--- src/rtl/mem_seq_arbiter_if.sv ---
// rtl/mem_seq_arbiter_if.sv - requester ports and RAM control pins of the sequencing arbiter
// master is the arbiter's view; slave is the requesters plus RAM seen from outside.
interface mem_seq_arbiter_if;
    logic        if_req;
    logic [7:0]  if_addr;
    logic        if_ack;
    logic [31:0] if_rdata;

    logic        d_req;
    logic        d_rw;
    logic [1:0]  d_dtype;
    logic [7:0]  d_addr;
    logic [31:0] d_wdata0;
    logic [31:0] d_wdata1;
    logic        d_ack;
    logic [31:0] d_rdata0;
    logic [31:0] d_rdata1;
    logic        err;

    logic        ram_enable;
    logic        ram_mfa;
    logic        ram_r_w;
    logic [1:0]  ram_dtype;
    logic        ram_dwp1;
    logic [7:0]  ram_addr;
    logic [31:0] ram_data_in;
    logic [31:0] ram_data_out;
    logic        ram_mfc;

    modport master (
        input  if_req, if_addr, d_req, d_rw, d_dtype, d_addr, d_wdata0, d_wdata1,
               ram_data_out, ram_mfc,
        output if_ack, if_rdata, d_ack, d_rdata0, d_rdata1, err,
               ram_enable, ram_mfa, ram_r_w, ram_dtype, ram_dwp1, ram_addr, ram_data_in
    );

    modport slave (
        output if_req, if_addr, d_req, d_rw, d_dtype, d_addr, d_wdata0, d_wdata1,
               ram_data_out, ram_mfc,
        input  if_ack, if_rdata, d_ack, d_rdata0, d_rdata1, err,
               ram_enable, ram_mfa, ram_r_w, ram_dtype, ram_dwp1, ram_addr, ram_data_in
    );
endinterface

--- src/rtl/mem_seq_arbiter.sv ---
// rtl/mem_seq_arbiter.sv - round-robin fetch/data arbiter driving the async RAM mfa/mfc handshake
// RAM pins are registered on entry to each state so they are stable for the whole state.
module mem_seq_arbiter #(
    parameter int TIMEOUT_CYC = 32
) (
    input logic               clk,
    input logic               reset,
    mem_seq_arbiter_if.master bus
);
    localparam logic [2:0] S_IDLE    = 3'd0;
    localparam logic [2:0] S_SETUP   = 3'd1;
    localparam logic [2:0] S_WAIT    = 3'd2;
    localparam logic [2:0] S_CAPTURE = 3'd3;
    localparam logic [2:0] S_REL_EN  = 3'd4;
    localparam logic [2:0] S_REL_MFA = 3'd5;
    localparam logic [2:0] S_DONE    = 3'd6;

    localparam logic [1:0] DT_WORD  = 2'b10;
    localparam logic [1:0] DT_DWORD = 2'b11;

    localparam int               CNT_W     = $clog2(TIMEOUT_CYC + 1);
    localparam logic [CNT_W-1:0] CNT_MAX   = CNT_W'(TIMEOUT_CYC);
    localparam logic [CNT_W-1:0] CNT_FLUSH = CNT_W'(2);

    logic [2:0]       state;
    logic             mfc_meta;
    logic             mfc_s;
    logic             prio_d;
    logic             port_d;
    logic             phase2;
    logic             timed_out;
    logic [1:0]       cur_dtype;
    logic [31:0]      wdata1;
    logic [CNT_W-1:0] wait_cnt;

    logic             any_req;
    logic             pick_d;
    logic             g_rw;
    logic [1:0]       g_dtype;
    logic [7:0]       g_addr;
    logic [31:0]      g_wdata;

    always_comb begin
        any_req = bus.if_req | bus.d_req;
        pick_d  = bus.d_req & (~bus.if_req | prio_d);
        g_rw    = pick_d & bus.d_rw;
        g_dtype = pick_d ? bus.d_dtype : DT_WORD;
        g_addr  = pick_d ? bus.d_addr : bus.if_addr;
        g_wdata = pick_d ? bus.d_wdata0 : 32'd0;
    end

    always_ff @(posedge clk or posedge reset) begin
        if (reset) begin
            mfc_meta <= 1'b0;
            mfc_s    <= 1'b0;
        end else begin
            mfc_meta <= bus.ram_mfc;
            mfc_s    <= mfc_meta;
        end
    end

    always_ff @(posedge clk or posedge reset) begin
        if (reset) begin
            state           <= S_IDLE;
            prio_d          <= 1'b0;
            port_d          <= 1'b0;
            phase2          <= 1'b0;
            timed_out       <= 1'b0;
            cur_dtype       <= 2'b00;
            wdata1          <= 32'd0;
            wait_cnt        <= '0;
            bus.if_ack      <= 1'b0;
            bus.d_ack       <= 1'b0;
            bus.err         <= 1'b0;
            bus.if_rdata    <= 32'd0;
            bus.d_rdata0    <= 32'd0;
            bus.d_rdata1    <= 32'd0;
            bus.ram_enable  <= 1'b1;
            bus.ram_mfa     <= 1'b0;
            bus.ram_r_w     <= 1'b0;
            bus.ram_dtype   <= 2'b00;
            bus.ram_dwp1    <= 1'b1;
            bus.ram_addr    <= 8'd0;
            bus.ram_data_in <= 32'd0;
        end else begin
            bus.if_ack <= 1'b0;
            bus.d_ack  <= 1'b0;
            bus.err    <= 1'b0;
            case (state)
                S_IDLE: begin
                    if (any_req) begin
                        port_d          <= pick_d;
                        prio_d          <= ~pick_d;
                        phase2          <= 1'b0;
                        cur_dtype       <= g_dtype;
                        wdata1          <= bus.d_wdata1;
                        bus.ram_r_w     <= g_rw;
                        bus.ram_dtype   <= g_dtype;
                        bus.ram_addr    <= g_addr;
                        bus.ram_data_in <= g_wdata;
                        bus.ram_dwp1    <= 1'b1;
                        bus.ram_enable  <= 1'b0;
                        state           <= S_SETUP;
                    end
                end
                S_SETUP: begin
                    bus.ram_mfa <= 1'b1;
                    wait_cnt    <= '0;
                    state       <= S_WAIT;
                end
                S_WAIT: begin
                    // The first two cycles may still show the previous access's mfc.
                    if (wait_cnt >= CNT_FLUSH && mfc_s) begin
                        state <= S_CAPTURE;
                    end else if (wait_cnt == CNT_MAX) begin
                        timed_out      <= 1'b1;
                        bus.ram_enable <= 1'b1;
                        state          <= S_REL_EN;
                    end else begin
                        wait_cnt <= wait_cnt + 1'b1;
                    end
                end
                S_CAPTURE: begin
                    if (!port_d)
                        bus.if_rdata <= bus.ram_data_out;
                    else if (!phase2)
                        bus.d_rdata0 <= bus.ram_data_out;
                    else
                        bus.d_rdata1 <= bus.ram_data_out;
                    bus.ram_enable <= 1'b1;
                    state          <= S_REL_EN;
                end
                S_REL_EN: begin
                    bus.ram_mfa <= 1'b0;
                    state       <= S_REL_MFA;
                end
                S_REL_MFA: begin
                    if (cur_dtype == DT_DWORD && !phase2 && !timed_out) begin
                        phase2          <= 1'b1;
                        bus.ram_data_in <= wdata1;
                        bus.ram_dwp1    <= 1'b0;
                        bus.ram_enable  <= 1'b0;
                        state           <= S_SETUP;
                    end else begin
                        bus.if_ack <= ~port_d;
                        bus.d_ack  <= port_d;
                        bus.err    <= timed_out;
                        timed_out  <= 1'b0;
                        state      <= S_DONE;
                    end
                end
                S_DONE: begin
                    state <= S_IDLE;
                end
                default: begin
                    state <= S_IDLE;
                end
            endcase
        end
    end
endmodule

--- src/flat_wrapper.sv ---
// flat-port wrapper written by rule: the top's interface ports become plain ports
module mem_seq_arbiter_flat 
#(
    parameter int TIMEOUT_CYC = 32
)
  (clk, reset, bus_if_req, bus_if_addr, bus_d_req, bus_d_rw, bus_d_dtype, bus_d_addr, bus_d_wdata0, bus_d_wdata1, bus_ram_data_out, bus_ram_mfc, bus_if_ack, bus_if_rdata, bus_d_ack, bus_d_rdata0, bus_d_rdata1, bus_err, bus_ram_enable, bus_ram_mfa, bus_ram_r_w, bus_ram_dtype, bus_ram_dwp1, bus_ram_addr, bus_ram_data_in);
  mem_seq_arbiter_if bus_i ();
  input logic clk;
  input logic reset;
  input wire logic [$bits(bus_i.if_req)-1:0] bus_if_req;
  input wire logic [$bits(bus_i.if_addr)-1:0] bus_if_addr;
  input wire logic [$bits(bus_i.d_req)-1:0] bus_d_req;
  input wire logic [$bits(bus_i.d_rw)-1:0] bus_d_rw;
  input wire logic [$bits(bus_i.d_dtype)-1:0] bus_d_dtype;
  input wire logic [$bits(bus_i.d_addr)-1:0] bus_d_addr;
  input wire logic [$bits(bus_i.d_wdata0)-1:0] bus_d_wdata0;
  input wire logic [$bits(bus_i.d_wdata1)-1:0] bus_d_wdata1;
  input wire logic [$bits(bus_i.ram_data_out)-1:0] bus_ram_data_out;
  input wire logic [$bits(bus_i.ram_mfc)-1:0] bus_ram_mfc;
  output wire logic [$bits(bus_i.if_ack)-1:0] bus_if_ack;
  output wire logic [$bits(bus_i.if_rdata)-1:0] bus_if_rdata;
  output wire logic [$bits(bus_i.d_ack)-1:0] bus_d_ack;
  output wire logic [$bits(bus_i.d_rdata0)-1:0] bus_d_rdata0;
  output wire logic [$bits(bus_i.d_rdata1)-1:0] bus_d_rdata1;
  output wire logic [$bits(bus_i.err)-1:0] bus_err;
  output wire logic [$bits(bus_i.ram_enable)-1:0] bus_ram_enable;
  output wire logic [$bits(bus_i.ram_mfa)-1:0] bus_ram_mfa;
  output wire logic [$bits(bus_i.ram_r_w)-1:0] bus_ram_r_w;
  output wire logic [$bits(bus_i.ram_dtype)-1:0] bus_ram_dtype;
  output wire logic [$bits(bus_i.ram_dwp1)-1:0] bus_ram_dwp1;
  output wire logic [$bits(bus_i.ram_addr)-1:0] bus_ram_addr;
  output wire logic [$bits(bus_i.ram_data_in)-1:0] bus_ram_data_in;
  assign bus_i.if_req = bus_if_req;
  assign bus_i.if_addr = bus_if_addr;
  assign bus_i.d_req = bus_d_req;
  assign bus_i.d_rw = bus_d_rw;
  assign bus_i.d_dtype = bus_d_dtype;
  assign bus_i.d_addr = bus_d_addr;
  assign bus_i.d_wdata0 = bus_d_wdata0;
  assign bus_i.d_wdata1 = bus_d_wdata1;
  assign bus_i.ram_data_out = bus_ram_data_out;
  assign bus_i.ram_mfc = bus_ram_mfc;
  assign bus_if_ack = bus_i.if_ack;
  assign bus_if_rdata = bus_i.if_rdata;
  assign bus_d_ack = bus_i.d_ack;
  assign bus_d_rdata0 = bus_i.d_rdata0;
  assign bus_d_rdata1 = bus_i.d_rdata1;
  assign bus_err = bus_i.err;
  assign bus_ram_enable = bus_i.ram_enable;
  assign bus_ram_mfa = bus_i.ram_mfa;
  assign bus_ram_r_w = bus_i.ram_r_w;
  assign bus_ram_dtype = bus_i.ram_dtype;
  assign bus_ram_dwp1 = bus_i.ram_dwp1;
  assign bus_ram_addr = bus_i.ram_addr;
  assign bus_ram_data_in = bus_i.ram_data_in;
  mem_seq_arbiter #(.TIMEOUT_CYC(TIMEOUT_CYC)) u_core (.clk(clk), .reset(reset), .bus(bus_i));
endmodule
--- config.mk ---
export PLATFORM = sky130hd
export DESIGN_NAME = mem_seq_arbiter_flat
export DESIGN_NICKNAME = d
export VERILOG_FILES = /design/src/rtl/mem_seq_arbiter_if.sv /design/src/rtl/mem_seq_arbiter.sv /design/src/flat_wrapper.sv
export SDC_FILE = /design/constraint.sdc
export NUM_CORES = 1
export LEC_CHECK = 0
export ABC_AREA = 1
export ABC_CLOCK_PERIOD_IN_PS = 13500
export CAP_MARGIN = 20
export CELL_PAD_IN_SITES_DETAIL_PLACEMENT = 1
export CELL_PAD_IN_SITES_GLOBAL_PLACEMENT = 2
export CORE_ASPECT_RATIO = 1.4
export CORE_MARGIN = 5
export CORE_UTILIZATION = 28
export DETAILED_ROUTE_END_ITERATION = 8
export PLACE_DENSITY_LB_ADDON = 0.1
export SLEW_MARGIN = 20
export SYNTH_ARGS = -nofsm -noshare
export SYNTH_HDL_FRONTEND = slang
export SYNTH_SLANG_ARGS = --single-unit
--- constraint.sdc ---
create_clock -name clk -period 13.5 [get_ports clk]
set_input_delay 4.05 -clock clk [delete_from_list [all_inputs] [get_ports clk]]
set_output_delay 4.05 -clock clk [all_outputs]
set_load 0.005 [all_outputs]
==> results of run 1 <==
==> Yosys cell counts, types with 3 or more instances <==
cell,n,area (um^2)
o21ai_0,79,395
or2_2,17,106
nand3_2,5,50.1
ha_1,3,37.5
dfrtp_1,190,4750
o21ai_1,116,581
inv_2,4,15.0
nand3_1,11,55.1
inv_1,94,353
a21oi_1,3,15.0
nand2_1,283,1060
nor2_2,3,18.8
nor2_1,26,97.6
nand4_1,3,18.8
buf_6,4,45.0
clkbuf_1,14,52.6
buf_2,24,120
==> power by group <==
part	switching, uW	total (uW)	leakage (uW)	internal (uW)
clock	242	522	0.000291	280
combinational	500	1040	0.00276	544
sequential	143	985	0.00233	842
total	886	2550	0.00538	1670
==> through the flow <==
stage	cell area [um^2]	utilization, %	worst slack [ns]
floorplan	8000	-	4.23
global placement	11000	38.7	7.22
detailed placement	11000	38.7	7.23
CTS	11600	40.8	7.72
global route	11600	40.8	7.44
finish	11600	40.8	7.78
==> cell usage in the layout (no fill, tap or decap), drive strengths merged, types with 7 or more instances in the layout <==
| master | netlist | final |
|---|---|---|
| clkdlybuf4s50 | 0 | 264 |
| nor2 | 29 | 29 |
| or2 | 17 | 17 |
| nand3 | 17 | 17 |
| clkbuf | 14 | 17 |
| buf | 29 | 7 |
| inv | 99 | 106 |
| dfrtp | 190 | 190 |
| o21ai | 196 | 196 |
| nand2 | 285 | 285 |
==> how the worst max path moves through the flow <==
stage	endpoint	slack, ns	cells after the start
4_1_cts	u_core.bus.ram_data_in[9]$_DFFE_PP0P_	7.72	3
5_1_grt	u_core.bus.ram_data_in[9]$_DFFE_PP0P_	7.44	3
6_report	u_core.wdata1[9]$_DFFE_PP0P_	7.78	3
2_1_floorplan	u_core.bus.d_ack$_DFF_PP0_	4.23	1
3_3_place_gp	u_core.bus.ram_addr[3]$_DFFE_PP0P_	7.22	3
3_5_place_dp	u_core.bus.ram_addr[4]$_DFFE_PP0P_	7.23	3
==> cell type report <==
type / instances / area share [%]
clock inverters: 15 / 1.52
flip-flops and latches: 192 / 41.6
clock buffers: 17 / 3.68
multi-input cells: 565 / 22.5
repair buffers: 271 / 23.3
inverters: 99 / 3.30
well taps: 375 / 4.06
==> registers in the layout, indices dropped and copies added (netlist names), 2 cells and up <==
name and cells:
u_core.bus.d_rdata1 32, u_core.state 3, u_core.bus.d_rdata0 32, u_core.bus.ram_dtype 2, u_core.bus.ram_addr 8, u_core.wait_cnt 6, u_core.wdata1 32, u_core.bus.ram_data_in 32
u_core.bus.if_rdata 32
==> logic make-up after synthesis <==
kind of cell / Yosys count / synth area share (%)
and+or+nand+nor: 354 / 18.3
adders and majority gates: 3 / 0.470
xor gates and xnor gates: 2 / 0.219
DFF: 192 / 60.1
buffers and inverters: 142 / 7.50
AOI/OAI and AO/OA: 206 / 13.4
==> worst max-delay path, cell delays in order <==
cell and delay, ns:
clkdlybuf4s50_1 0.50, inv_8 0.63, buf_4 0.84
==> routing by layer <==
| layer | track usage [%] | vias to the layer above | part of all wire [%] |
|---|---|---|---|
| met5 | 0 | - | 0.028 |
| met4 | 4.27 | 2 | 1.4 |
| met3 | 4.54 | 24 | 6.3 |
| met2 | 25.7 | 185 | 47 |
| met1 | 20.3 | 3095 | 45 |
| li1 | - | 3329 | - |
==> results.md, run 1 <==
* Status: finished clean
* FP Rows at 73
* Fmax achieved at 0.175 GHz
* Grt total ovfl at 0
* #FFs+latches synth at 192
* Flop2flop setup slack at 10.95 ns
* Layout Nets at ~1,300
* CTS HTree Levels at 4
* Post-detailed-route DRC marker count at 0
* Yosys cell types at 32
* Routed len/inst at 16.2 um
* Antenna Violating Nets Remaining at 0
* Reg2reg end: u_core.bus.ram_data_in[5]$_DFFE_PP0P_
* Asr flop ratio synth at 100%
* Setup Fix Bufs, Post-CTS at 0
* Area growth, synth to finish at 44.5%
* Pins Over Slew Limit at 0
* Post-synth EDFFs at 0
* Peak supply drop at 0.0000913 V
* Num ports at approximately 270
* Final Hold Fails at 0
* Final HPWL DP at roughly 18 mm
* Required @ worst endpoint at 13.94 ns
* Post-CTS sizing at 0
* Worst Hold End: u_core.mfc_s$_DFF_PP0_
* Die area at 32,100 um^2
* TritonCTS buffer count at 17
* Vias in the first global route at 7,046
* Port bufs at 264
* Ys Warns at 0
* Routability cong. at 0.737
* Total core area at 28,300 um^2
* Crit. End Element: asynchronous set/reset pin
* FILL cells at ~3,300
* GR Util All Layers at 15.6%
* # setup viols final at 0
* Clk_lat worst skew at 0.43 ns
* Synth Flop Type: dfrtp_1
* Max_slew headroom at 39.8%
* Design Power at ~2600 uW
* Mapped Area at 8000 um^2
* Placed cell count at 1,502
* Reg-to-reg critical path startpoint: u_core.state[1]$_DFFE_PP0P_
* Smallest hold slack at 0.353 ns
* Post-Syn Instances at between 800 and 900
* R2R depth at 7
* Hold-critical path depth at 0
* Worst hold-check path type: reg -> reg
* Minimum clock period at 5.72 ns
* Starting Density at 28.2%
* Hold Buf Count CTS at 0
* Pwr Density at between 200 and 250 nW/um^2
* Routed via count at 6,635
* Share of layout cells above drive strength 1 at 6.73%
* Worst Hold Launch: u_core.mfc_meta$_DFF_PP0_
* First-pass GRT wire length at between 30 and 40 mm
* Critical Path Source: reset
* Setup TNS at 0 ns
* RSZ-0062 raised after global routing: no
* FF/Latch Area at a little under 5000 um^2
* Worst-path clk slew at 0.07 ns
* Net count after synthesis at around 1,000
* Via-to-Cell Ratio at around 4.3
* Leakage at 0.00538 uW
* Total clock sinks at 192
* Tcrit/Tclk final at 42.3%
* Total Wirelength at 24.9 mm
* Initial antenna violation count at 1
* CP arrival at 6.16 ns
* Multi-input logic area at 2600 um^2
* Register area share after synthesis at 60.1%
* Startpoint types: input pin
* Max Cap Violations at 0
* CTS tree: done
* Non-Filler Instances at 1,534
* Syn Area/Cell at a little under 9 um^2
* Die X at 153 um
* Slew @ Worst Pin at ~0.9 ns
* DRT Pass-1 Iters at 4
* Cell chosen for the clock root: clkbuf_16
* Skew final at around 0.0090 ns
* CP max FO at 126
* Drt initial violations at 288
* Largest net degree at the start of global routing at 127
* Die H at 210 um
* Setup CP Type: in -> async
* Diode count at 0
* Max clock buf depth at 2
Note: power is estimated with default switching activity, not from simulation.
==> run 2, diff against run 1 <==
--- a/config.mk
+++ b/config.mk
@@ -6,13 +6,13 @@
 export NUM_CORES = 1
 export LEC_CHECK = 0
 export ABC_AREA = 1
-export ABC_CLOCK_PERIOD_IN_PS = 13500
+export ABC_CLOCK_PERIOD_IN_PS = 5600
 export CAP_MARGIN = 20
 export CELL_PAD_IN_SITES_DETAIL_PLACEMENT = 1
 export CELL_PAD_IN_SITES_GLOBAL_PLACEMENT = 2
 export CORE_ASPECT_RATIO = 1.4
 export CORE_MARGIN = 5
-export CORE_UTILIZATION = 28
+export CORE_UTILIZATION = 26
 export DETAILED_ROUTE_END_ITERATION = 8
 export PLACE_DENSITY_LB_ADDON = 0.1
 export SLEW_MARGIN = 20
==> constraint.sdc (replaced) <==
create_clock -name clk -period 5.6 [get_ports clk]
set_input_delay 1.68 -clock clk [delete_from_list [all_inputs] [get_ports clk]]
set_output_delay 1.68 -clock clk [all_outputs]
set_load 0.005 [all_outputs]
==> results.md, run 2 (synthesized netlist as in run 1, its figures left out) <==
* Layout Nets at 1,270 (was 1,269)
* Final Cell Area at 11,600 um^2 (about the same)
* Port bufs at 264 (unchanged)
* Drt initial violations at 254 (was 288)
* Grt total ovfl at 0 (unchanged)
* # setup viols final at 0 (unchanged)
* Final Hold Fails at 0 (unchanged)
* R2R depth at 6 (was 7)
* Hold Buf Count CTS at 0 (unchanged)
* Die H at 217 um (was 210 um)
* FP Rows at 76 (was 73)
* Hold-critical path depth at 0 (unchanged)
* RSZ-0062 raised after global routing: no (unchanged)
* Leakage at 0.00538 uW (about the same)
* Required @ worst endpoint at 5.92 ns (was 13.94 ns)
* Post-detailed-route DRC marker count at 0 (unchanged)
* Pins Over Slew Limit at 0 (unchanged)
* Routability cong. at 0.720 (was 0.737)
* Status: finished clean (unchanged)
* Setup TNS at 0 ns (unchanged)
* Diode count at 0 (unchanged)
* Placed cell count at 1,518 (was 1,502)
* Crit. End Element: flop (was asynchronous set/reset pin)
* Startpoint types: input pin (unchanged)
* Share of layout cells above drive strength 1 at 6.72% (was 6.73%)
* Setup Fix Bufs, Post-CTS at 0 (unchanged)
* Total core area at 30,600 um^2 (was 28,300 um^2)
* Routed via count at 6,676 (was 6,635)
* Slew @ Worst Pin at 0.886 ns (was 0.903 ns)
* Max Cap Violations at 0 (unchanged)
* Reg-to-reg critical path startpoint: u_core.state[0]$_DFFE_PP0P_ (was u_core.state[1]$_DFFE_PP0P_)
* Commonest cells after routing, fill and taps aside: nand2_1, clkdlybuf4s50_1, dfrtp_1 (unchanged)
* Pwr Density at 528 nW/um^2 (was 221 nW/um^2)
* Max clock buf depth at 2 (unchanged)
* Die X at 158 um (was 153 um)
* First-pass GRT wire length at 39.8 mm (was 40.0 mm)
* Total clock sinks at 192 (unchanged)
* Setup CP Type: in -> reg (was in -> async)
* Area growth, synth to finish at 44.7% (was 44.5%)
* Initial antenna violation count at 2 (was 1)
* Worst hold-check path type: reg -> reg (unchanged)
* Clk_lat worst skew at 0.44 ns (was 0.43 ns)
* Final HPWL DP at 18.1 mm (was 17.6 mm)
* Skew final at 0.00928 ns (was 0.00898 ns)
* Routed len/inst at 16.5 um (was 16.2 um)
* Critical Path Source: bus_d_req (was reset)
* Num ports at 265 (unchanged)
* Non-Filler Instances at 1,550 (was 1,534)
* Minimum clock period at about 3.4 ns
* Die area at 34,400 um^2 (was 32,100 um^2)
* CTS tree: done (unchanged)
* Max_slew headroom at 41.0% (was 39.8%)
* Worst-path clk slew at 0.07 ns (about the same)
* Via-to-Cell Ratio at 4.31 (was 4.33)
* Tcrit/Tclk final at 60.3%
* Most common cell after layout, fill and taps aside: nand2_1 (unchanged)
* Post-CTS sizing at 0 (unchanged)
* Antenna Violating Nets Remaining at 0 (unchanged)
* Largest net degree at the start of global routing at 143 (was 127)
* Placed cell area at 11,000 um^2 (about the same)
* Total Wirelength at 25.5 mm (was 24.9 mm)
* Peak supply drop at 0.000198 V (was 0.0000913 V)
* TritonCTS buffer count at 17 (unchanged)
* Worst Hold Launch: u_core.mfc_meta$_DFF_PP0_ (unchanged)
* CP max FO at 35 (was 126)
* DRT Pass-1 Iters at 4 (unchanged)
* CTS HTree Levels at 4 (unchanged)
* Vias in the first global route at 7,003 (was 7,046)
* GR Util All Layers at 14.9% (was 15.6%)
* Cell chosen for the clock root: clkbuf_16 (unchanged)
* Starting Density at 26.1% (was 28.2%)
* CP arrival at 3.69 ns (was 6.16 ns)
* Fmax achieved at 0.296 GHz
==> run 2: through the flow <==
| step | hold WS, ns | utilization, % | setup WS [ns] | power [uW] |
|---|---|---|---|---|
| detailed placement | 0.338 | 35.9 | 1.70 | 5000 |
| global placement | 0.336 | 35.9 | 1.76 | 4940 |
| global route | 0.354 | 37.8 | 2.02 | 6630 |
| floorplan | 0.331 | - | 1.45 | 3530 |
| finish | 0.350 | 37.8 | 2.22 | 6110 |
| CTS | 0.354 | 37.8 | 2.18 | 6260 |
==> run 2: final cells by class <==
cell class                 count  area [um^2]
clock buffer                  19          443
clock inverter                13          139
fill                        3569        19000
inverter                      99          378
multi-input combinational    565         2600
sequential                   192         4810
tap                          390          488
timing repair buffer         272         2720
==> run 2: metal layers <==
layer,share of wire [%],GRT usage (%),routed length [um],vias to the layer above
li1,-,-,-,3332
met1,43,18.8,11000,3140
met4,1.1,3.93,292,4
met5,0.11,0,27,-
met3,7.1,4.49,1810,23
met2,48,24.9,12400,177
==> run 2: power by group <==
part,switching [uW],internal [uW],leakage [uW]
clock,557,671,0.000283
combinational,1200,1310,0.00276
sequential,339,2030,0.00233
total,2100,4010,0.00538
==> run 2: path summary, 6_finish.rpt <==
kind,slack [ns],endpoint
worst min-delay path,0.35,u_core.mfc_s$_DFF_PP0_
max in group asynchronous,3.13,u_core.wdata1[15]$_DFFE_PP0P_
worst min register to register,0.35,u_core.mfc_s$_DFF_PP0_
worst max-delay path,2.22,u_core.bus.ram_data_in[2]$_DFFE_PP0P_
min in group asynchronous,1.74,u_core.wait_cnt[1]$_DFFE_PP0P_
worst max register to register,2.77,u_core.bus.ram_data_in[2]$_DFFE_PP0P_
==> run 2: worst max-delay path, cell delays in order <==
cell and delay (ns):
clkdlybuf4s50_1 0.53, inv_1 0.11, nand3_2 0.10, nand3_2 0.59, buf_4 0.51, nand2_1 0.09, o21ai_0 0.07
==> run 3, diff against run 2 <==
--- a/config.mk
+++ b/config.mk
@@ -6,7 +6,7 @@
 export NUM_CORES = 1
 export LEC_CHECK = 0
 export ABC_AREA = 1
-export ABC_CLOCK_PERIOD_IN_PS = 5600
+export ABC_CLOCK_PERIOD_IN_PS = 3170
 export CAP_MARGIN = 20
 export CELL_PAD_IN_SITES_DETAIL_PLACEMENT = 1
 export CELL_PAD_IN_SITES_GLOBAL_PLACEMENT = 2
==> constraint.sdc (replaced) <==
create_clock -name clk -period 3.17 [get_ports clk]
set_input_delay 0.951 -clock clk [delete_from_list [all_inputs] [get_ports clk]]
set_output_delay 0.951 -clock clk [all_outputs]
set_load 0.005 [all_outputs]
==> results.md, run 3 (synthesized netlist as in run 1, its figures left out) <==
* Layout Nets at 1,276 (was 1,270)
* RSZ-0062 raised after global routing: no (unchanged)
* Final Hold Fails at 0 (unchanged)
* Required @ worst endpoint at 2.22 ns (was 5.92 ns)
* Share of layout cells above drive strength 1 at 7.29% (was 6.72%)
* Met3 routed WL at 1.57 mm (was 1.81 mm)
* Final HPWL DP at 18.4 mm (was 18.1 mm)
* Crit-path slowest cell: dfstp_2 (was nand3_2)
* Post-detailed-route DRC marker count at 0 (unchanged)
* Post-CTS sizing at 0 (unchanged)
* Skew final at 0.00960 ns (was 0.00928 ns)
* Starting Density at 26.1% (unchanged)
* CP max FO at 2 (was 35)
* Die X at 158 um (unchanged)
* Setup Fix Bufs, Post-CTS at 0 (unchanged)
* CTS tree: done (unchanged)
* Port bufs at 264 (unchanged)
* Routability cong. at 0.736 (was 0.720)
* Grt total ovfl at 0 (unchanged)
* Die H at 217 um (unchanged)
* FILL cells at 3,539 (was 3,569)
* Antenna Violating Nets Remaining at 0 (unchanged)
* Fmax achieved at 0.406 GHz
* Max Cap Violations at 0 (unchanged)
* Hold Buf Count CTS at 0 (unchanged)
* Total core area at 30,600 um^2 (unchanged)
* Worst path bufs/invs at 1 (was 3)
* Die area at 34,400 um^2 (unchanged)
* Via-to-Cell Ratio at 4.30 (was 4.31)
* Vias in the first global route at 7,086 (was 7,003)
* DRT Pass-1 Iters at 4 (unchanged)
* Max_slew headroom at 49.7% (was 41.0%)
* Peak supply drop at 0.000346 V (was 0.000198 V)
* # setup viols final at 0 (unchanged)
* Setup TNS at 0 ns (unchanged)
* Startpoint types: flop (was input pin)
* Crit. End Element: primary output (was flop)
* Top routing layer used: met5 (unchanged)
* CTS HTree Levels at 4 (unchanged)
* Wl on met1 at 11.4 mm (was 11.0 mm)
* Worst-path clk slew at 0.07 ns (about the same)
* Num ports at 265 (unchanged)
* Max clock buf depth at 2 (unchanged)
* Area growth, synth to finish at 46.4% (was 44.7%)
* Routed via count at 6,693 (was 6,676)
* Initial antenna violation count at 2 (unchanged)
* Setup CP Type: reg -> out (was in -> reg)
* Total clock sinks at 192 (unchanged)
* Worst hold-check path type: reg -> reg (unchanged)
* CP arrival at 1.51 ns (was 3.69 ns)
* Drt initial violations at 262 (was 254)
* Routed len/inst at 16.6 um (was 16.5 um)
* Minimum clock period at 2.46 ns
* Pins Over Slew Limit at 0 (unchanged)
* Largest delay share family, worst path: flip-flops (was buffers and inverters)
* Slew @ Worst Pin at 0.755 ns (was 0.886 ns)
* Largest stage delay, worst path at 0.57 ns (was 0.59 ns)
* Tcrit/Tclk final at 77.7%
* Core Util, Final at 38.2% (was 37.8%)
* Worst path cell trace: clkdlybuf4s50_1 (was clkdlybuf4s50_1 > inv_1 > nand3_2 > nand3_2 > buf_4 > nand2_1 > o21ai_0)
* TritonCTS buffer count at 17 (unchanged)
* Leakage at 0.00544 uW (was 0.00538 uW)
* Smallest hold slack at 0.350 ns (about the same)
* First-pass GRT wire length at 40.6 mm (was 39.8 mm)
* Commonest cells after routing, fill and taps aside: nand2_1, clkdlybuf4s50_1, dfrtp_1 (unchanged)
* Clk_lat worst skew at 0.44 ns (about the same)
* Design Power at 10,900 uW (was 6110 uW)
* Cell chosen for the clock root: clkbuf_16 (unchanged)
* GR Util All Layers at 15.2% (was 14.9%)
* Total Wirelength at 25.8 mm (was 25.5 mm)
* Largest net degree at the start of global routing at 69 (was 143)
* DR WL met2 at 12.5 mm (was 12.4 mm)
* FP Rows at 76 (unchanged)
* Status: finished clean (unchanged)
* Most common cell after layout, fill and taps aside: nand2_1 (unchanged)
* Pwr Density at 935 nW/um^2 (was 528 nW/um^2)
[run 3: changes by cell type in the layout (fill, tap and decap cells not counted), sizes merged]
cell | previous run | this run
diode | 0 | 1
buf | 8 | 14
clkinv | 8 | 3
inv | 99 | 104
clkinvlp | 3 | 4
clkbuf | 19 | 18
[run 3: worst paths after layout]
check | start | to | slack (ns) | depth (start not counted)
min | u_core.mfc_meta$_DFF_PP0_ | u_core.mfc_s$_DFF_PP0_ | 0.35 | 0
max | u_core.bus.ram_enable$_DFFE_PP1P_ | bus_ram_enable | 0.71 | 1
max reg2reg | u_core.phase2$_DFFE_PP0P_ | u_core.bus.ram_data_in[25]$_DFFE_PP0P_ | 1.32 | 7
max in group asynchronous | reset | u_core.bus.d_rdata1[19]$_DFFE_PP0P_ | 1.50 | 4
min in group asynchronous | reset | u_core.bus.if_rdata[26]$_DFFE_PP0P_ | 0.85 | 2
min reg2reg | u_core.mfc_meta$_DFF_PP0_ | u_core.mfc_s$_DFF_PP0_ | 0.35 | 0
[run 3: area by class of cell]
cell class,count,area [um^2],share of cell area [%]
diodes,1,2.50,0.0214
clock buffers,18,439,3.75
repair buffers,278,2840,24.2
flip-flops and latches,192,4810,41.1
well taps,390,488,4.17
inverters,99,378,3.23
clock inverters,14,153,1.30
multi-input cells,565,2600,22.2
[run 3: where the power goes]
| group | internal, uW | switching [uW] | total (uW) | leakage [uW] |
|---|---|---|---|---|
| clock network | 1200 | 1020 | 2210 | 0.000286 |
| logic | 2390 | 2140 | 4530 | 0.00282 |
| registers | 3580 | 616 | 4200 | 0.00233 |
| total | 7170 | 3770 | 10900 | 0.00544 |
[run 3: metal layers]
metal  vias to the layer above  track usage [%]
li1                       3345                -
met1                      3139             19.5
met2                       181             25.1
met3                        24             4.07
met4                         4             4.32
met5                         -                0
[run 3: stage by stage]
| step | instances | worst slack (ns) | instance area, um^2 |
|---|---|---|---|
| CTS | 1556 | 0.658 | 11700 |
| global placement | 1524 | 0.618 | 11100 |
| floorplan | 899 | -0.256 | 8000 |
| finish | 1557 | 0.706 | 11700 |
| detailed placement | 1524 | 0.578 | 11100 |
| global route | 1556 | 0.663 | 11700 |
